$ cat src/rtl/cdb_arbiter.sv
// Purpose: shares NUM_CDB result-broadcast slots among NUM_REQ FU producers through 1-entry per-FU buffers, round-robin.
// Latency: a result accepted at edge N is broadcast on the registered CDB after edge N+1 (no bypass).
// Backpressure: req_ready[i] = buffer empty or being granted; cdb_ready=0 or flush stalls grants so full FUs see req_ready=0.
module cdb_arbiter #(
    parameter int NUM_REQ = 4,
    parameter int NUM_CDB = 2,
    parameter int VAL_W   = 32,
    parameter int ADDR_W  = 6,
    parameter int TAG_W   = 5,
    localparam int SRC_W  = (NUM_REQ > 1) ? $clog2(NUM_REQ) : 1
) (
    input  logic                             clk,
    input  logic                             reset,
    input  logic                             flush,
    input  logic [NUM_REQ-1:0]               req_valid,
    output logic [NUM_REQ-1:0]               req_ready,
    input  logic [NUM_REQ-1:0][ADDR_W-1:0]   req_addr,
    input  logic [NUM_REQ-1:0][VAL_W-1:0]    req_val,
    input  logic [NUM_REQ-1:0][TAG_W-1:0]    req_tag,
    input  logic                             cdb_ready,
    output logic [NUM_CDB-1:0]               cdb_valid,
    output logic [NUM_CDB-1:0][ADDR_W-1:0]   cdb_addr,
    output logic [NUM_CDB-1:0][VAL_W-1:0]    cdb_val,
    output logic [NUM_CDB-1:0][TAG_W-1:0]    cdb_tag,
    output logic [NUM_CDB-1:0][SRC_W-1:0]    cdb_src
);

    logic [NUM_REQ-1:0]               buf_v_q, buf_v_d;
    logic [NUM_REQ-1:0][ADDR_W-1:0]   buf_addr_q, buf_addr_d;
    logic [NUM_REQ-1:0][VAL_W-1:0]    buf_val_q, buf_val_d;
    logic [NUM_REQ-1:0][TAG_W-1:0]    buf_tag_q, buf_tag_d;
    logic [SRC_W-1:0]                 rr_ptr_q, rr_ptr_d;
    logic [NUM_CDB-1:0]               cdb_valid_q, cdb_valid_d;
    logic [NUM_CDB-1:0][ADDR_W-1:0]   cdb_addr_q, cdb_addr_d;
    logic [NUM_CDB-1:0][VAL_W-1:0]    cdb_val_q, cdb_val_d;
    logic [NUM_CDB-1:0][TAG_W-1:0]    cdb_tag_q, cdb_tag_d;
    logic [NUM_CDB-1:0][SRC_W-1:0]    cdb_src_q, cdb_src_d;

    // Scan results: which buffers win this cycle and which slot each one lands in
    logic [NUM_REQ-1:0]               grant;
    logic [NUM_CDB-1:0]               slot_vld;
    logic [NUM_CDB-1:0][SRC_W-1:0]    slot_src;
    logic [SRC_W-1:0]                 last_idx;
    logic [SRC_W:0]                   scan_sum;
    logic [SRC_W-1:0]                 scan_idx;
    int                               grant_cnt;

    // Walk buffers from rr_ptr with wrap, granting the first NUM_CDB occupied ones in scan order
    always_comb begin
        grant     = '0;
        slot_vld  = '0;
        slot_src  = '0;
        last_idx  = rr_ptr_q;
        scan_sum  = '0;
        scan_idx  = '0;
        grant_cnt = 0;
        if (cdb_ready && !flush) begin
            for (int k = 0; k < NUM_REQ; k++) begin
                scan_sum = {1'b0, rr_ptr_q} + (SRC_W+1)'(k);
                if (scan_sum >= (SRC_W+1)'(NUM_REQ)) begin
                    scan_sum = scan_sum - (SRC_W+1)'(NUM_REQ);
                end
                scan_idx = scan_sum[SRC_W-1:0];
                if (buf_v_q[scan_idx] && (grant_cnt < NUM_CDB)) begin
                    grant = grant | (NUM_REQ'(1) << scan_idx);
                    for (int j = 0; j < NUM_CDB; j++) begin
                        if (j == grant_cnt) begin
                            slot_vld[j] = 1'b1;
                            slot_src[j] = scan_idx;
                        end
                    end
                    last_idx  = scan_idx;
                    grant_cnt = grant_cnt + 1;
                end
            end
        end
    end

    // A granted buffer may be refilled in the same cycle; flush blocks all acceptance
    assign req_ready = flush ? '0 : (~buf_v_q | grant);

    // Next state: buffer capture/release, CDB slot loading, pointer advance past the last winner
    always_comb begin
        buf_v_d     = buf_v_q;
        buf_addr_d  = buf_addr_q;
        buf_val_d   = buf_val_q;
        buf_tag_d   = buf_tag_q;
        rr_ptr_d    = rr_ptr_q;
        cdb_valid_d = slot_vld;
        cdb_addr_d  = cdb_addr_q;
        cdb_val_d   = cdb_val_q;
        cdb_tag_d   = cdb_tag_q;
        cdb_src_d   = cdb_src_q;

        for (int i = 0; i < NUM_REQ; i++) begin
            if (flush) begin
                buf_v_d[i] = 1'b0;
            end else if (req_valid[i] && req_ready[i]) begin
                buf_v_d[i]    = 1'b1;
                buf_addr_d[i] = req_addr[i];
                buf_val_d[i]  = req_val[i];
                buf_tag_d[i]  = req_tag[i];
            end else if (grant[i]) begin
                buf_v_d[i] = 1'b0;
            end
        end

        for (int j = 0; j < NUM_CDB; j++) begin
            if (slot_vld[j]) begin
                cdb_addr_d[j] = buf_addr_q[slot_src[j]];
                cdb_val_d[j]  = buf_val_q[slot_src[j]];
                cdb_tag_d[j]  = buf_tag_q[slot_src[j]];
                cdb_src_d[j]  = slot_src[j];
            end
        end

        if (flush) begin
            rr_ptr_d = '0;
        end else if (|grant) begin
            rr_ptr_d = (last_idx == SRC_W'(NUM_REQ - 1)) ? '0 : last_idx + 1'b1;
        end
    end

    // State registers; reset empties every buffer and the broadcast outputs immediately
    always_ff @(posedge clk or negedge reset) begin
        if (!reset) begin
            buf_v_q     <= '0;
            buf_addr_q  <= '0;
            buf_val_q   <= '0;
            buf_tag_q   <= '0;
            rr_ptr_q    <= '0;
            cdb_valid_q <= '0;
            cdb_addr_q  <= '0;
            cdb_val_q   <= '0;
            cdb_tag_q   <= '0;
            cdb_src_q   <= '0;
        end else begin
            buf_v_q     <= buf_v_d;
            buf_addr_q  <= buf_addr_d;
            buf_val_q   <= buf_val_d;
            buf_tag_q   <= buf_tag_d;
            rr_ptr_q    <= rr_ptr_d;
            cdb_valid_q <= cdb_valid_d;
            cdb_addr_q  <= cdb_addr_d;
            cdb_val_q   <= cdb_val_d;
            cdb_tag_q   <= cdb_tag_d;
            cdb_src_q   <= cdb_src_d;
        end
    end

    assign cdb_valid = cdb_valid_q;
    assign cdb_addr  = cdb_addr_q;
    assign cdb_val   = cdb_val_q;
    assign cdb_tag   = cdb_tag_q;
    assign cdb_src   = cdb_src_q;

endmodule

$ cat config.mk
export PLATFORM = sky130hd
export DESIGN_NAME = cdb_arbiter
export DESIGN_NICKNAME = d
export VERILOG_FILES = /design/src/rtl/cdb_arbiter.sv
export SDC_FILE = /design/constraint.sdc
export NUM_CORES = 1
export LEC_CHECK = 0
export BUFFER_PORTS_ARGS = -buffer_cell sky130_fd_sc_hd__buf_2
export CAP_MARGIN = 20
export CORE_ASPECT_RATIO = 0.9
export CORE_UTILIZATION = 56
export CTS_CLUSTER_DIAMETER = 150
export DETAILED_ROUTE_END_ITERATION = 10
export PLACE_DENSITY = 0.79
export SLEW_MARGIN = 25
export SYNTH_ARGS = -nofsm -noshare
export SYNTH_HDL_FRONTEND = slang
export SYNTH_SLANG_ARGS = --single-unit
$ cat constraint.sdc
create_clock -name clk -period 7.2 [get_ports clk]
set_input_delay 2.16 -clock clk [delete_from_list [all_inputs] [get_ports clk]]
set_output_delay 2.16 -clock clk [all_outputs]
set_load 0.01 [all_outputs]
* After elaboration in Yosys (flattened, before gate mapping)
Cells that the tools add are included.
Storage, ports and cells: register bits after elaboration 270, input bits 180, output and inout bits 96, logic and storage cells 170
Operators by class: $add $sub $neg 10, order comparisons 13, equal/unequal tests 4, shift operators 4, mux-type cells 85, bitwise operators 6, reduce and logical (&&, ||, !) cells 22
Operators by type and width (count):
- two-way mux 32 bit | 7
- binary-select mux 32 bit (select 2 bit) | 2
- == test 2 x 32 -> 1 bit, first input constant | 3
- logical NOT 32 bit | 3
- less-than comparator 32 x 3 -> 1 bit, second input constant | 3
- adder 32 x 2 -> 32 bit, second input constant | 2
- two-way mux 2 bit | 27
- two-way mux 4 bit | 13
- binary-select mux 6 bit (select 2 bit) | 2
- two-way mux 1 bit | 24
- binary-select mux 5 bit (select 2 bit) | 2
- less-than comparator 2 x 3 -> 1 bit, second input constant | 6
- bitwise OR 4 bit | 4
- << shifter 1 x 2 -> 4 bit, first input constant | 4
- two-way mux 6 bit | 2
- nonzero test 3 bit | 4
- two-way mux 5 bit | 2
- greater-or-equal comparator 3 bit, second input constant | 3
- binary-select mux 1 bit (select 2 bit) | 4
- logical AND 1 bit | 8
- AND reduction 2 bit | 4
- subtractor 2 x 1 -> 2 bit, second input constant | 4
- adder 2 x 2 -> 3 bit, second input constant | 2
- NOT 4 bit | 1
- other kinds (8) | 8

* Logic depth before layout (Yosys ltp)
Gate-level depths: netlist of the first run.
depth after elaboration 24, gate-level depth with buffers 22, depth with buffers taken out 16

* Worst setup path before layout of the first run
No wires, ideal clock.
kind reg-to-output, start point reg rr_ptr_q[0], end point out req_ready[1], arrival 4171 ps, required time 5040 ps, path slack 869 ps, cell stages (with the launch flop) 18, buffers on the path 4, cells stage by stage dfrtp_1 buf_6 clkbuf_1 inv_1 ha_1 clkbuf_1 mux4_2 buf_6 ha_1 or2_2 o22ai_4 inv_1 fa_1 nand2_1 o22ai_2 a221o_1 a21boi_2 nor2_2
On the way: longest elaborated chain between the ends 21, elaborated cells between the ends (all ways) 58, those cells by class add/sub (9); order compare (7); shift (4); mux (31); bitwise (4); reduce/logical (3)
Ends and longest elaborated chain:
- from (decl) | RTL line 32 | logic [SRC_W-1:0] rr_ptr_q, rr_ptr_d;
- from (signal assigned) | RTL line 142 | rr_ptr_q <= rr_ptr_d;
- greater-or-equal comparator 2 x 3 -> 1 bit or subtractor 2 x 1 -> 2 bit (tied branches) | RTL line 60, 61
- two-way mux 2 bit | RTL line 60 | if (scan_sum >= (SRC_W+1)'(NUM_REQ)) begin
- two-way mux 2 bit | RTL line 57 | if (cdb_ready && !flush) begin
- binary-select mux 1 bit (select 2 bit) | RTL line 64 | if (buf_v_q[scan_idx] && (grant_cnt < NUM_CDB)) begin
- two-way mux 1 bit (not written as such) | RTL line 64
- two-way mux 1 bit | RTL line 64
- two-way mux 32 bit | RTL line 57
- less-than comparator 32 x 3 -> 1 bit | RTL line 64
- [... 5 more ...]
- two-way mux 32 bit | RTL line 64
- two-way mux 32 bit | RTL line 57
- less-than comparator 32 x 3 -> 1 bit | RTL line 64
- logical AND 1 bit | RTL line 64
- two-way mux 4 bit * | RTL line 64
- two-way mux 4 bit * | RTL line 57
- bitwise OR 4 bit * | RTL line 80 | assign req_ready = flush ? '0 : (~buf_v_q | grant);
- two-way mux 4 bit * | RTL line 80
- to (decl) | RTL line 16 | output logic [NUM_REQ-1:0] req_ready,
Every way passes the cells marked *; elsewhere a longest branch is shown, timed or not. The select of a mux whose other input is x is not followed.

* Worst setup path in the final report of the first run
Ends and elaborated chain as after synthesis.

==> run_results.csv, run 1 <==
group,metric,value,unit
drt,post_drt_wl_per_cell,23.8,microns
global_routing,grt_pass1_wl,61.6,mm
critical_path,critPathArrivalTime,4.57,ns
clock_network,clock_path_buffers,3,
power,design_power_total,7.18,mW
clock_network,cts_hold_buffers,0,
synth,synth_fp_nets,1253,
global_routing,grt_pass1_vias,10700,
clock_network,cts_sinks,270,
critical_path,r2r_slack,1.38,ns
clock_network,cts_tree,"yes",
layout,nets,1497,
clock_network,cts_repair_resize_count,0,
floorplanning,rows,55,
clock_network,cts_setup_buffers,0,
drt,drtIter0Drc,761,
synth,synth-warning-count,0,
placed_design,place_area,0.0156,sq mm
sta,tightest_slew,1.09,ns
synth,syn_avg_cell_area,13.5,sq um
critical_path,crit_chain,"inv_1, ha_1, mux4_2, ha_1, or2_2, o22ai_4, inv_1, fa_1, nand2_1, o22ai_2, a221o_1, a21boi_2, nor2_2, buf_2",
placed_design,place.gp.congestion,0.880,
synth,synth-seq-cells,270,
global_routing,antenna_found_initial,8,
synth,async_flop_share,1.00,
sta,fin_skew,0.0123,ns
drt,route.detailed.drc,0,
floorplanning,start_util,0.569,
critical_path,cp-start-kind,"register",
synth,synth_area_leaders,"dfrtp_1 (47%), mux2_4 (17%), mux2i_1 (11%)",
sta,rsz0062_at_grt,"no",
critical_path,critPathKind,"reg -> out",
drt,first_pass_iters,7,
clock_network,tritoncts.num_buffers,28,
critical_path,required,5.04,ns
floorplanning,dieArea,0.0262,sq mm
layout,final_area,0.0166,sq mm
critical_path,critPathMaxFanout,10,
layout,syn_to_final_growth,16.0,%
critical_path,crit_slowest_cell,"ha_1",
worst_hold_path,worstHoldEndpoint,"cdb_src[0]",
critical_path,max_stage_delay,0.48,ns
floorplanning,core_region_area,0.0251,sq mm
global_routing,grt_overflow,0,
power,peakVddDrop,0.364,mV
worst_hold_path,hp-class,"reg -> reg",
synth,synth_largest_area_cell,"dfrtp_1",
sta,finalCritPeriodShare,0.934,
clock_network,worstSkewPairLatency,0.55,ns
synth,synth_top_cells_by_count,"dfrtp_1 (270), mux2_4 (161), mux2i_1 (154)",
placed_design,dpl.hpwl,25.1,mm
sta,setup_tns,0,ns
global_routing,grt_start_max_net_pins,131,
placed_design,port_buffers,275,
drt,totalWireLength,39.9,mm
sta,fmax,0.149,GHz
sta,hold_viol,0,
floorplanning,chipWidth,170,microns
worst_hold_path,min_path_cells,2,
status,outcome,"finished clean",
clock_network,clockRootBuffer,"clkbuf_16",
synth,synth_cell_types,63,
drt,vias_per_cell,6.19,
drt,ant_nets,0,
critical_path,rr_worst_depth,17,
clock_network,htree_levels,1,
synth,syn_inst,1061,
power,power.density,433,mW/mm^2
critical_path,rr_endpoint,"cdb_val[40]",
flow_run,cap_violations,0,
power,leakage,8.13,nW
sta,slew_viol_final,0,
synth,netlist_area,0.0143,sq mm
synth,yosysMostFrequentCell,"dfrtp_1",
synth,synthFlopType,"dfrtp_1",
floorplanning,die_y,154,microns
floorplanning,io_pins,276,
worst_hold_path,worstHoldStart,"cdb_src[0]",
drt,vias,10300,
critical_path,endpoint_kind,"output pin",
clock_network,clk_pin_slew,0.06,ns
synth,synth_edf_count,0,
global_routing,grtUsageTotal,0.306,
layout,drive_above_1_share,0.433,
synth,synth_top_area_share,0.472,
critical_path,r2r-start,"rr_ptr_q[0]",
sta,layout_min_cycle_time,6.73,ns
sta,finalSetupViolations,0,
sta,relSlewSlack,0.275,
synth,ys_seq_area_frac,0.472,
-- critical path: cells and delay by family, from the launching register on --
| family | cells | cell delay, ns |
|---|---|---|
| compound gates | 4 | 1.03 |
| mux | 1 | 0.47 |
| simple gates | 3 | 0.51 |
| flops | 1 | 0.36 |
| buf+inv | 3 | 0.43 |
| fa+ha+maj | 3 | 1.22 |
-- sequential cells by signal (all words and copies together) (netlist names) --
| name | flops |
|---|---|
| buf_v_q | 4 |
| rr_ptr_q | 2 |
| cdb_addr | 12 |
| cdb_tag | 10 |
| buf_addr_q | 24 |
| cdb_src | 4 |
| cdb_valid | 2 |
| buf_tag_q | 20 |
| cdb_val | 64 |
| buf_val_q | 128 |
-- layout by cell type, fill, tap and decap left out, types with 14 or more instances in the layout --
master     instances
buf_4             19
buf_2            274
a221o_1           16
mux2i_1          154
dfrtp_1          270
nand3_1           14
a221oi_2          20
clkbuf_16         28
o21ai_0           15
mux2_4           161
o211ai_1          14
nand2_1           85
o221ai_1          50
nor2_1            35
-- layer usage --
metal | share of wire | GRT usage
met2 | 0.45 | 0.476
met1 | 0.43 | 0.425
met5 | 0.0012 | 0
met3 | 0.084 | 0.0716
met4 | 0.027 | 0.0935
-- cell families after synthesis --
kind of cell	share of synthesized area
adder cells (fa/ha/maj)	0.0110
AO/OA/AOI/OAI	0.113
XOR/XNOR	0.000613
flip-flops	0.472
AND/OR/NAND/NOR	0.0540
multiplexers	0.295
buffers and inverters	0.0543
-- power by group --
group	switching (mW)	internal (mW)
combinational	1.74	1.48
clock	0.612	0.836
sequential	0.441	2.08
-- cell type report --
| type | instances | area (sq um) |
|---|---|---|
| clock buffer | 42 | 833 |
| tap | 342 | 428 |
| multi-input combinational | 696 | 6830 |
| sequential | 270 | 6760 |
| inverter | 12 | 45.0 |
| antenna | 4 | 10.0 |
| clock inverter | 10 | 92.6 |
| timing repair buffer | 297 | 1600 |
| fill | 1874 | 8520 |
-- through the flow --
step / worst slack (ns) / util / hold slack (ns) / std cells
floorplan: 0.869 / - / 0.496 / 1061
global placement: 1.16 / 0.621 / 0.456 / 1615
detailed placement: 1.12 / 0.622 / 0.469 / 1616
CTS: 0.502 / 0.659 / 0.485 / 1668
global route: 0.247 / 0.660 / 0.506 / 1671
finish: 0.474 / 0.661 / 0.482 / 1673
-- how the worst max path moves through the flow --
| stage | startpoint | endpoint | cells past startpoint |
|---|---|---|---|
| 2_1_floorplan | rr_ptr_q[0] | req_ready[1] | 17 |
| 3_3_place_gp | rr_ptr_q[0] | req_ready[2] | 14 |
| 3_5_place_dp | rr_ptr_q[0] | req_ready[1] | 14 |
| 4_1_cts | rr_ptr_q[0] | req_ready[1] | 14 |
| 5_1_grt | rr_ptr_q[0] | req_ready[1] | 14 |
| 6_report | rr_ptr_q[0] | req_ready[1] | 14 |
Note: power is estimated with default switching activity, not from simulation.
==> run 2, diff against run 1 <==
==> config.mk (replaced) <==
export PLATFORM = sky130hd
export DESIGN_NAME = cdb_arbiter
export DESIGN_NICKNAME = d
export VERILOG_FILES = /design/src/rtl/cdb_arbiter.sv
export SDC_FILE = /design/constraint.sdc
export NUM_CORES = 1
export LEC_CHECK = 0
export CAP_MARGIN = 20
export CORE_ASPECT_RATIO = 0.9
export CORE_UTILIZATION = 57
export CTS_BUF_LIST = sky130_fd_sc_hd__clkbuf_8
export CTS_CLUSTER_DIAMETER = 150
export DETAILED_ROUTE_END_ITERATION = 10
export DONT_BUFFER_PORTS = 1
export PLACE_DENSITY = 0.7
export SLEW_MARGIN = 25
export SYNTH_ARGS = -nofsm -noshare
export SYNTH_HDL_FRONTEND = slang
export SYNTH_SLANG_ARGS = --single-unit
==> run_results.csv, run 2 (synthesis results as in run 1) <==
group,metric,value,unit
status,outcome,"finished clean",
layout,n_fill_cell,1897,
flow_run,cap_violations,0,
global_routing,grt_start_max_net_pins,271,
placed_design,place.gp.congestion,0.845,
critical_path,endpoint_kind,"output pin",
critical_path,critPathArrivalTime,4.60,ns
drt,ant_nets,0,
clock_network,tritoncts.num_buffers,44,
global_routing,grt_pass1_wl,58.6,mm
power,peakVddDrop,0.263,mV
critical_path,critPathMaxFanout,11,
critical_path,max_stage_delay,0.54,ns
drt,route.detailed.drc,0,
placed_design,dpl.hpwl,23.4,mm
global_routing,grt_pass1_vias,9436,
floorplanning,core_region_area,0.0245,sq mm
power,power.density,448,mW/mm^2
floorplanning,chipWidth,169,microns
sta,tightest_slew,1.08,ns
sta,layout_min_cycle_time,6.76,ns
layout,drive_above_1_share,0.294,
clock_network,clockRootBuffer,"clkbuf_8",
clock_network,cts_hold_buffers,0,
sta,slew_viol_final,0,
clock_network,clock_path_buffers,3,
drt,post_drt_wl_per_cell,26.8,microns
drt,drtIter0Drc,717,
critical_path,required,5.04,ns
drt,first_pass_iters,5,
clock_network,htree_levels,2,
sta,fin_skew,0.00925,ns
critical_path,critPathTopFamily,"adder cells",
power,leakage,7.06,nW
sta,setup_tns,0,ns
layout,nets,1236,
critical_path,critPathKind,"reg -> out",
worst_hold_path,hp-class,"reg -> reg",
critical_path,crit_chain,"inv_1, ha_1, mux4_2, ha_1, or2_2, o22ai_4, inv_1, fa_1, nand2_1, o22ai_2, a221o_1, a21boi_2, nor2_2",
layout,layout_common_cells,"dfrtp_1 (268), mux2_4 (161), mux2i_1 (154)",
sta,relSlewSlack,0.283,
floorplanning,dieArea,0.0257,sq mm
layout,stdcell_count,1414,
sta,finalSetupViolations,0,
drt,vias_per_cell,6.49,
global_routing,grt_overflow,0,
clock_network,cts_setup_buffers,0,
layout,syn_to_final_growth,5.84,%
floorplanning,io_pins,276,
critical_path,cp-start-kind,"register",
clock_network,cts_tree,"yes",
critical_path,path_buf_inv,2,
layout,largest_register,"buf_val_q",
placed_design,port_buffers,0,
sta,hold_viol,0,
floorplanning,die_y,152,microns
global_routing,antenna_found_initial,3,
floorplanning,rows,54,
clock_network,clk_pin_slew,0.06,ns
layout,largest_register_ffs,128,
sta,rsz0062_at_grt,"no",
floorplanning,start_util,0.585,
drt,totalWireLength,37.9,mm
clock_network,worstSkewPairLatency,0.54,ns
clock_network,cts_sinks,270,
critical_path,crit_slowest_cell,"dfrtp_2",
placed_design,dp_cells,1334,
sta,fmax,0.148,GHz
sta,finalCritPeriodShare,0.938,
global_routing,grtUsageTotal,0.299,
layout,layout_commonest_cell,"dfrtp_1",
drt,vias,9182,
-- run 2: per-stage QoR --
stage	util	instance area (sq um)	total power, mW	hold slack, ns	setup WS (ns)
after floorplan	-	14300	4.76	0.496	0.869
after global placement	0.581	14200	5.36	0.516	0.938
after detailed placement	0.582	14200	5.42	0.521	0.801
after CTS	0.619	15100	6.78	0.537	0.212
after global routing	0.619	15100	7.14	0.549	0.184
final	0.619	15100	6.78	0.537	0.445
-- run 2: routing by layer --
metal / vias to the layer above / part of all wire / GRT usage
li1: 3965 / - / -
met1: 4697 / 0.43 / 0.419
met2: 432 / 0.44 / 0.443
met3: 86 / 0.10 / 0.0899
met4: 2 / 0.032 / 0.0974
met5: - / 0.00034 / 0
-- run 2: power by group --
group / switching (mW) / internal (mW)
logic: 1.43 / 1.30
clock network: 0.620 / 0.730
registers: 0.625 / 2.08
-- run 2: area by class of cell --
| class | instances | area, sq um | share of cell area |
|---|---|---|---|
| Clock inverter | 19 | 82.6 | 0.00546 |
| Clock buffer | 59 | 812 | 0.0536 |
| Inverter | 12 | 45.0 | 0.00298 |
| Tap cell | 336 | 420 | 0.0278 |
| Antenna cell | 2 | 5.00 | 0.000331 |
| Timing Repair Buffer | 20 | 170 | 0.0112 |
| Multi-Input combinational cell | 696 | 6840 | 0.452 |
| Sequential cell | 270 | 6760 | 0.447 |
-- run 2: repair_timing --
item / CTS / global route
gates resized for setup: 0 / 2
endpoints found under the hold margin: 0 / 0
endpoints found under the setup margin: 0 / 4
-- run 2: path summary, 6_finish.rpt --
| check | start | end | slack [ns] | depth (start not counted) |
|---|---|---|---|---|
| max reg2reg | rr_ptr_q[1] | cdb_val[53] | 1.45 | 14 |
| min | buf_addr_q[10] | buf_addr_q[10] | 0.54 | 1 |
| min in group asynchronous | reset | cdb_val[5] | 1.32 | 0 |
| max in group asynchronous | reset | rr_ptr_q[1] | 5.45 | 0 |
| max | rr_ptr_q[1] | req_ready[3] | 0.44 | 13 |
| min reg2reg | buf_addr_q[10] | buf_addr_q[10] | 0.54 | 1 |
